==> src/rtl/cpu_controller_if.sv <==
`default_nettype none
// +--------------------------------------------------------------------------+
// | cpu_controller_if                                                        |
// | Opcode/status inputs and datapath/memory strobes of the CPU sequencer.   |
// | Revision: 1.0                                                            |
// +--------------------------------------------------------------------------+
interface cpu_controller_if;
    logic [2:0] opcode;
    logic       zero;
    logic       PC_addr;
    logic       PC_actve;
    logic       rd;
    logic       wr;
    logic       ld_ir;
    logic       ld_ac;
    logic       ld_pc;
    logic       inc_pc;
    logic       data_e;
    logic       halt;
    logic [2:0] phase;

    // The sequencer is the master: it consumes status and drives the strobes.
    modport master (
        input  opcode, zero,
        output PC_addr, PC_actve, rd, wr, ld_ir, ld_ac, ld_pc, inc_pc,
               data_e, halt, phase
    );

    modport slave (
        output opcode, zero,
        input  PC_addr, PC_actve, rd, wr, ld_ir, ld_ac, ld_pc, inc_pc,
               data_e, halt, phase
    );
endinterface
`default_nettype wire

==> src/rtl/cpu_controller.sv <==
`default_nettype none
// +--------------------------------------------------------------------------+
// | cpu_controller                                                           |
// | Eight-phase instruction sequencer with a sticky halt state.              |
// | Revision: 1.0                                                            |
// +--------------------------------------------------------------------------+
module cpu_controller (
    input  wire              clk,
    input  wire              rst_n,
    cpu_controller_if.master bus
);

    localparam logic [2:0] c_PH_INST_ADDR  = 3'd0;
    localparam logic [2:0] c_PH_INST_FETCH = 3'd1;
    localparam logic [2:0] c_PH_INST_LOAD  = 3'd2;
    localparam logic [2:0] c_PH_IDLE       = 3'd3;
    localparam logic [2:0] c_PH_OP_ADDR    = 3'd4;
    localparam logic [2:0] c_PH_OP_FETCH   = 3'd5;
    localparam logic [2:0] c_PH_ALU_OP     = 3'd6;
    localparam logic [2:0] c_PH_STORE      = 3'd7;

    localparam logic [2:0] c_OP_HLT = 3'b000;
    localparam logic [2:0] c_OP_SKZ = 3'b001;
    localparam logic [2:0] c_OP_ADD = 3'b010;
    localparam logic [2:0] c_OP_AND = 3'b011;
    localparam logic [2:0] c_OP_XOR = 3'b100;
    localparam logic [2:0] c_OP_LDA = 3'b101;
    localparam logic [2:0] c_OP_STO = 3'b110;
    localparam logic [2:0] c_OP_JMP = 3'b111;

    logic [2:0] r_phase;
    logic       r_halted;

    logic w_aluop;
    logic w_is_hlt;
    logic w_is_skz;
    logic w_is_sto;
    logic w_is_jmp;

    logic w_pc_addr;
    logic w_pc_actve;
    logic w_rd;
    logic w_wr;
    logic w_ld_ir;
    logic w_ld_ac;
    logic w_ld_pc;
    logic w_inc_pc;
    logic w_data_e;
    logic w_halt;

    assign w_aluop  = (bus.opcode == c_OP_ADD) || (bus.opcode == c_OP_AND) ||
                      (bus.opcode == c_OP_XOR) || (bus.opcode == c_OP_LDA);
    assign w_is_hlt = (bus.opcode == c_OP_HLT);
    assign w_is_skz = (bus.opcode == c_OP_SKZ);
    assign w_is_sto = (bus.opcode == c_OP_STO);
    assign w_is_jmp = (bus.opcode == c_OP_JMP);

    // HLT freezes the phase at OP_ADDR; only reset leaves the halted state.
    always_ff @(posedge clk or negedge rst_n) begin
        if (!rst_n) begin
            r_phase  <= c_PH_INST_ADDR;
            r_halted <= 1'b0;
        end else if (!r_halted) begin
            if (r_phase == c_PH_OP_ADDR && w_is_hlt) begin
                r_halted <= 1'b1;
            end else begin
                r_phase <= r_phase + 3'd1;
            end
        end
    end

    always_comb begin
        w_pc_addr  = 1'b0;
        w_pc_actve = 1'b0;
        w_rd       = 1'b0;
        w_wr       = 1'b0;
        w_ld_ir    = 1'b0;
        w_ld_ac    = 1'b0;
        w_ld_pc    = 1'b0;
        w_inc_pc   = 1'b0;
        w_data_e   = 1'b0;
        w_halt     = 1'b0;
        if (r_halted) begin
            w_pc_addr = 1'b1;
            w_halt    = 1'b1;
        end else begin
            case (r_phase)
                c_PH_INST_ADDR: begin
                    w_pc_actve = 1'b1;
                end
                c_PH_INST_FETCH: begin
                    w_rd = 1'b1;
                end
                c_PH_INST_LOAD, c_PH_IDLE: begin
                    w_rd    = 1'b1;
                    w_ld_ir = 1'b1;
                end
                c_PH_OP_ADDR: begin
                    w_pc_addr  = 1'b1;
                    w_pc_actve = 1'b1;
                    w_halt     = w_is_hlt;
                    w_inc_pc   = !w_is_hlt;
                end
                c_PH_OP_FETCH: begin
                    w_pc_addr = 1'b1;
                    w_rd      = w_aluop;
                end
                c_PH_ALU_OP: begin
                    w_pc_addr = 1'b1;
                    w_rd      = w_aluop;
                    w_inc_pc  = w_is_skz && bus.zero;
                    w_ld_pc   = w_is_jmp;
                    w_data_e  = w_is_sto;
                end
                c_PH_STORE: begin
                    // wr sits inside the two-cycle data_e window.
                    w_pc_addr = 1'b1;
                    w_rd      = w_aluop;
                    w_ld_pc   = w_is_jmp;
                    w_ld_ac   = w_aluop;
                    w_data_e  = w_is_sto;
                    w_wr      = w_is_sto;
                end
                default: begin
                    w_pc_addr = 1'b0;
                end
            endcase
        end
    end

    assign bus.PC_addr  = w_pc_addr;
    assign bus.PC_actve = w_pc_actve;
    assign bus.rd       = w_rd;
    assign bus.wr       = w_wr;
    assign bus.ld_ir    = w_ld_ir;
    assign bus.ld_ac    = w_ld_ac;
    assign bus.ld_pc    = w_ld_pc;
    assign bus.inc_pc   = w_inc_pc;
    assign bus.data_e   = w_data_e;
    assign bus.halt     = w_halt;
    assign bus.phase    = r_phase;

endmodule
`default_nettype wire

==> src/flat_wrapper.sv <==
// flat-port wrapper written by rule: the top's interface ports become plain ports
module cpu_controller_flat 
  (clk, rst_n, bus_opcode, bus_zero, bus_PC_addr, bus_PC_actve, bus_rd, bus_wr, bus_ld_ir, bus_ld_ac, bus_ld_pc, bus_inc_pc, bus_data_e, bus_halt, bus_phase);
  cpu_controller_if bus_i ();
  input  wire clk;
  input  wire rst_n;
  input wire logic [$bits(bus_i.opcode)-1:0] bus_opcode;
  input wire logic [$bits(bus_i.zero)-1:0] bus_zero;
  output wire logic [$bits(bus_i.PC_addr)-1:0] bus_PC_addr;
  output wire logic [$bits(bus_i.PC_actve)-1:0] bus_PC_actve;
  output wire logic [$bits(bus_i.rd)-1:0] bus_rd;
  output wire logic [$bits(bus_i.wr)-1:0] bus_wr;
  output wire logic [$bits(bus_i.ld_ir)-1:0] bus_ld_ir;
  output wire logic [$bits(bus_i.ld_ac)-1:0] bus_ld_ac;
  output wire logic [$bits(bus_i.ld_pc)-1:0] bus_ld_pc;
  output wire logic [$bits(bus_i.inc_pc)-1:0] bus_inc_pc;
  output wire logic [$bits(bus_i.data_e)-1:0] bus_data_e;
  output wire logic [$bits(bus_i.halt)-1:0] bus_halt;
  output wire logic [$bits(bus_i.phase)-1:0] bus_phase;
  assign bus_i.opcode = bus_opcode;
  assign bus_i.zero = bus_zero;
  assign bus_PC_addr = bus_i.PC_addr;
  assign bus_PC_actve = bus_i.PC_actve;
  assign bus_rd = bus_i.rd;
  assign bus_wr = bus_i.wr;
  assign bus_ld_ir = bus_i.ld_ir;
  assign bus_ld_ac = bus_i.ld_ac;
  assign bus_ld_pc = bus_i.ld_pc;
  assign bus_inc_pc = bus_i.inc_pc;
  assign bus_data_e = bus_i.data_e;
  assign bus_halt = bus_i.halt;
  assign bus_phase = bus_i.phase;
  cpu_controller u_core (.clk(clk), .rst_n(rst_n), .bus(bus_i));
endmodule
==> config.mk <==
export PLATFORM = sky130hd
export DESIGN_NAME = cpu_controller_flat
export DESIGN_NICKNAME = d
export VERILOG_FILES = /design/src/rtl/cpu_controller_if.sv /design/src/rtl/cpu_controller.sv /design/src/flat_wrapper.sv
export SDC_FILE = /design/constraint.sdc
export NUM_CORES = 1
export LEC_CHECK = 0
export CORE_AREA = 2 2 39 41
export DETAILED_ROUTE_END_ITERATION = 16
export DIE_AREA = 0 0 41 43
export PLACE_DENSITY = 0.58
export RECOVER_POWER = 25
export SETUP_SLACK_MARGIN = 0.5
export SLEW_MARGIN = 20
export SYNTH_ARGS = -nofsm -noshare
export SYNTH_HDL_FRONTEND = slang
export SYNTH_SLANG_ARGS = --single-unit
==> constraint.sdc <==
create_clock -name clk -period 2.1 [get_ports clk]
set_input_delay 0.525 -clock clk [delete_from_list [all_inputs] [get_ports clk]]
set_output_delay 0.525 -clock clk [all_outputs]
set_load 0.005 [all_outputs]
==> impl_results.md <==
- Starting Density: 26.49%
- Fin worst setup slack: around 7.5 ps
- RSZ-0062 raised after global routing: true
- Critical setup path kind: flip-flop to primary output
- Hpwl dp: approximately 840 um
- Die Footprint: between 0.0015 and 0.002 mm^2
- Setup TNS: 0 ps
- Clk root buf: clkbuf_4
- Buffers on Ports: 18
- Worst clock skew: between 5 and 6 ps
- Highest clock rate: roughly 480 MHz
- Post-layout util: 59.22%
- Fin cells: 100
- Total CTS buffers: 3
- Yosys warnings: 0
- Finish-stage setup viols: 0
- Arrival time at the worst endpoint: between 1500 and 2000 ps
- Final GP Congestion: 0.6880
- CTS Hold Bufs: 0
- H-tree Lvls: 1
- Status: completed
- Most frequent cell after synthesis: nor2_1
- Synthesized instance count: 43
- Crit end category: primary output
- Asr flop ratio synth: 100.0%
- Top post-synthesis cells by count: 7 x nor2_1, 6 x ha_1, 4 x dfrtp_1, 4 x inv_1, 3 x a21oi_1
- DRT antenna net count: 0
- Startpoint types: flip-flop
- Placed Cells incl. Taps: 90
- Share of layout cells above drive strength 1: 70.24%
- Worst IR drop on VDD: between 0.7 and 0.8 mV
- Clock Pin Slew Worst Setup and Hold Paths: around 40 ps
- Antenna violations before repair: 0
- Area growth, synth to finish: 123.5%
- Top FF cell, synth: dfrtp_1
- Post-synthesis sequential area ratio: a little over a quarter
- DRC violations left: 0
- Mean Syn Cell Area: roughly 8.5 um^2
- CTS tree: built
- Max Cap Viol: 0
- Total track usage: between 10% and 20%
- Die height: around 43 um
- Yosys top cell area share: 27.30%
- Clock latency on the worst-skew pair: between 200 and 250 ps
- DRT Pass-1 Iters: 6
- Drt total wl: 1176 um
- Mapped cell area: ~370 um^2
- # diodes: 0
- 1st-iter DRT viols: 6
- Final hold slack: 552.5 ps
- DR WL/cell: 11.76 um
- Vias: 462
- Cell area after layout: approximately 800 um^2
- CORE AREA: roughly 0.0014 mm^2
- DP Worst Slack: -572.4 ps
- Worst path required time: 1570 ps
- Crit share post-route: approximately 100%
- Seq cells post-synth: 4
- Netlist cell types: 20
- I/O Pins: 19
- Clk sinks: 4
- Synth top area cells: dfrtp_1 27%, ha_1 20%, nor2_1 7.2%, xnor2_1 4.8%, a21oi_1 4.1%
- Syn_nets: 55
- Pwr Density: around 1400 mW/mm^2
- Overflow after GRT: 0
- Pin count of the biggest net entering global routing: 7
- Nets: 97
- Clk buf depth: 2
- Worst slew pin tran: between 200 and 250 ps
- Area of placed instances: between 600 and 700 um^2
- Slew Limit Fails: 0
- Die width: approximately 41 um
- Leakage: 0.3753 nW
- Minimum clock period: 2093 ps
- Total design power: ~1.2 mW
- Worst min path class: input pin to async pin
- First-pass GRT wire length: roughly 1900 um
- Num rows: 14
- Post-synth EDFFs: 0
- Final Hold Fails: 0
- Vias in the first global route: between 400 and 500
- DR vias/cell: between 4 and 5
- Crit path max fanout: 4
- Yosys top cell by area: dfrtp_1
- Slew HR: approximately 84%
==> state kept, by name, indices dropped and copies added (netlist names) <==
register / cells
u_core.r_halted: 1
u_core.bus.phase: 3
==> power breakdown <==
part	total (mW)	internal (mW)	switching [mW]
Combinational	0.871	0.522	0.350
Clock	0.105	0.0714	0.0332
Sequential	0.178	0.124	0.0533
Total	1.15	0.718	0.436
==> logic make-up (layout without fill, tap and decap cells) <==
group / after synthesis / in the layout / share of synthesized area [%]
multiplexers: 1 / 1 / 3.071
XOR/XNOR: 2 / 2 / 4.779
buffers and inverters: 5 / 46 / 5.117
AND/OR/NAND/NOR: 18 / 18 / 27.99
adder cells (fa/ha/maj): 6 / 6 / 20.48
flip-flops: 4 / 4 / 27.30
AO/OA/AOI/OAI: 7 / 7 / 11.26
==> what timing repair did <==
action,4_1_cts,5_1_grt
gates resized for setup,74,8
pin swaps,10,3
setup buffers,5,1
setup endpoints to repair,15,12
==> worst paths after layout <==
check / slack [ps] / end / from / depth (start not counted)
max in group asynchronous: 1370 / u_core.bus.phase[0] / rst_n / 1
worst min register to register: 730 / u_core.r_halted / u_core.bus.phase[2] / 3
worst max register to register: 560 / u_core.bus.phase[1] / u_core.bus.phase[1] / 7
min in group clk: 730 / u_core.r_halted / u_core.bus.phase[2] / 3
worst max-delay path: 7 / bus_rd / u_core.bus.phase[0] / 5
worst min-delay path: 550 / u_core.r_halted / rst_n / 1
==> critical path, cell delays in order, from the launching register on <==
cell and delay (ps):
dfrtp_2 430, ha_2 200, buf_6 120, ha_4 160
o31a_2 310, buf_2 130
==> routing by layer <==
metal	vias up	global-route usage [%]	share of wire, %
met5	-	0	0
met4	0	11.33	1.1
met3	2	4.188	6.9
met2	15	28.13	56
met1	215	14.66	36
li1	230	-	-
==> cell usage in the layout (no fill, tap or decap), types with 2 or more instances in the layout <==
cell type / instances
a21oi_2: 2
buf_2: 10
buf_4: 12
buf_6: 9
clkbuf_4: 3
clkdlybuf4s15_2: 3
dfrtp_1: 2
dfrtp_2: 2
dlygate4sd2_1: 2
ha_2: 2
ha_4: 3
inv_2: 2
nor2_1: 6
o21ai_0: 2
==> final cells by class <==
class | instances | area [um^2]
clock buffers | 4 | 26.28
fillers | 132 | 564.3
inverters | 4 | 17.52
multi-input cells | 34 | 340.3
flip-flops and latches | 4 | 102.6
well taps | 16 | 20.02
repair buffers | 38 | 312.8
Power figures use the tool's default switching activity.
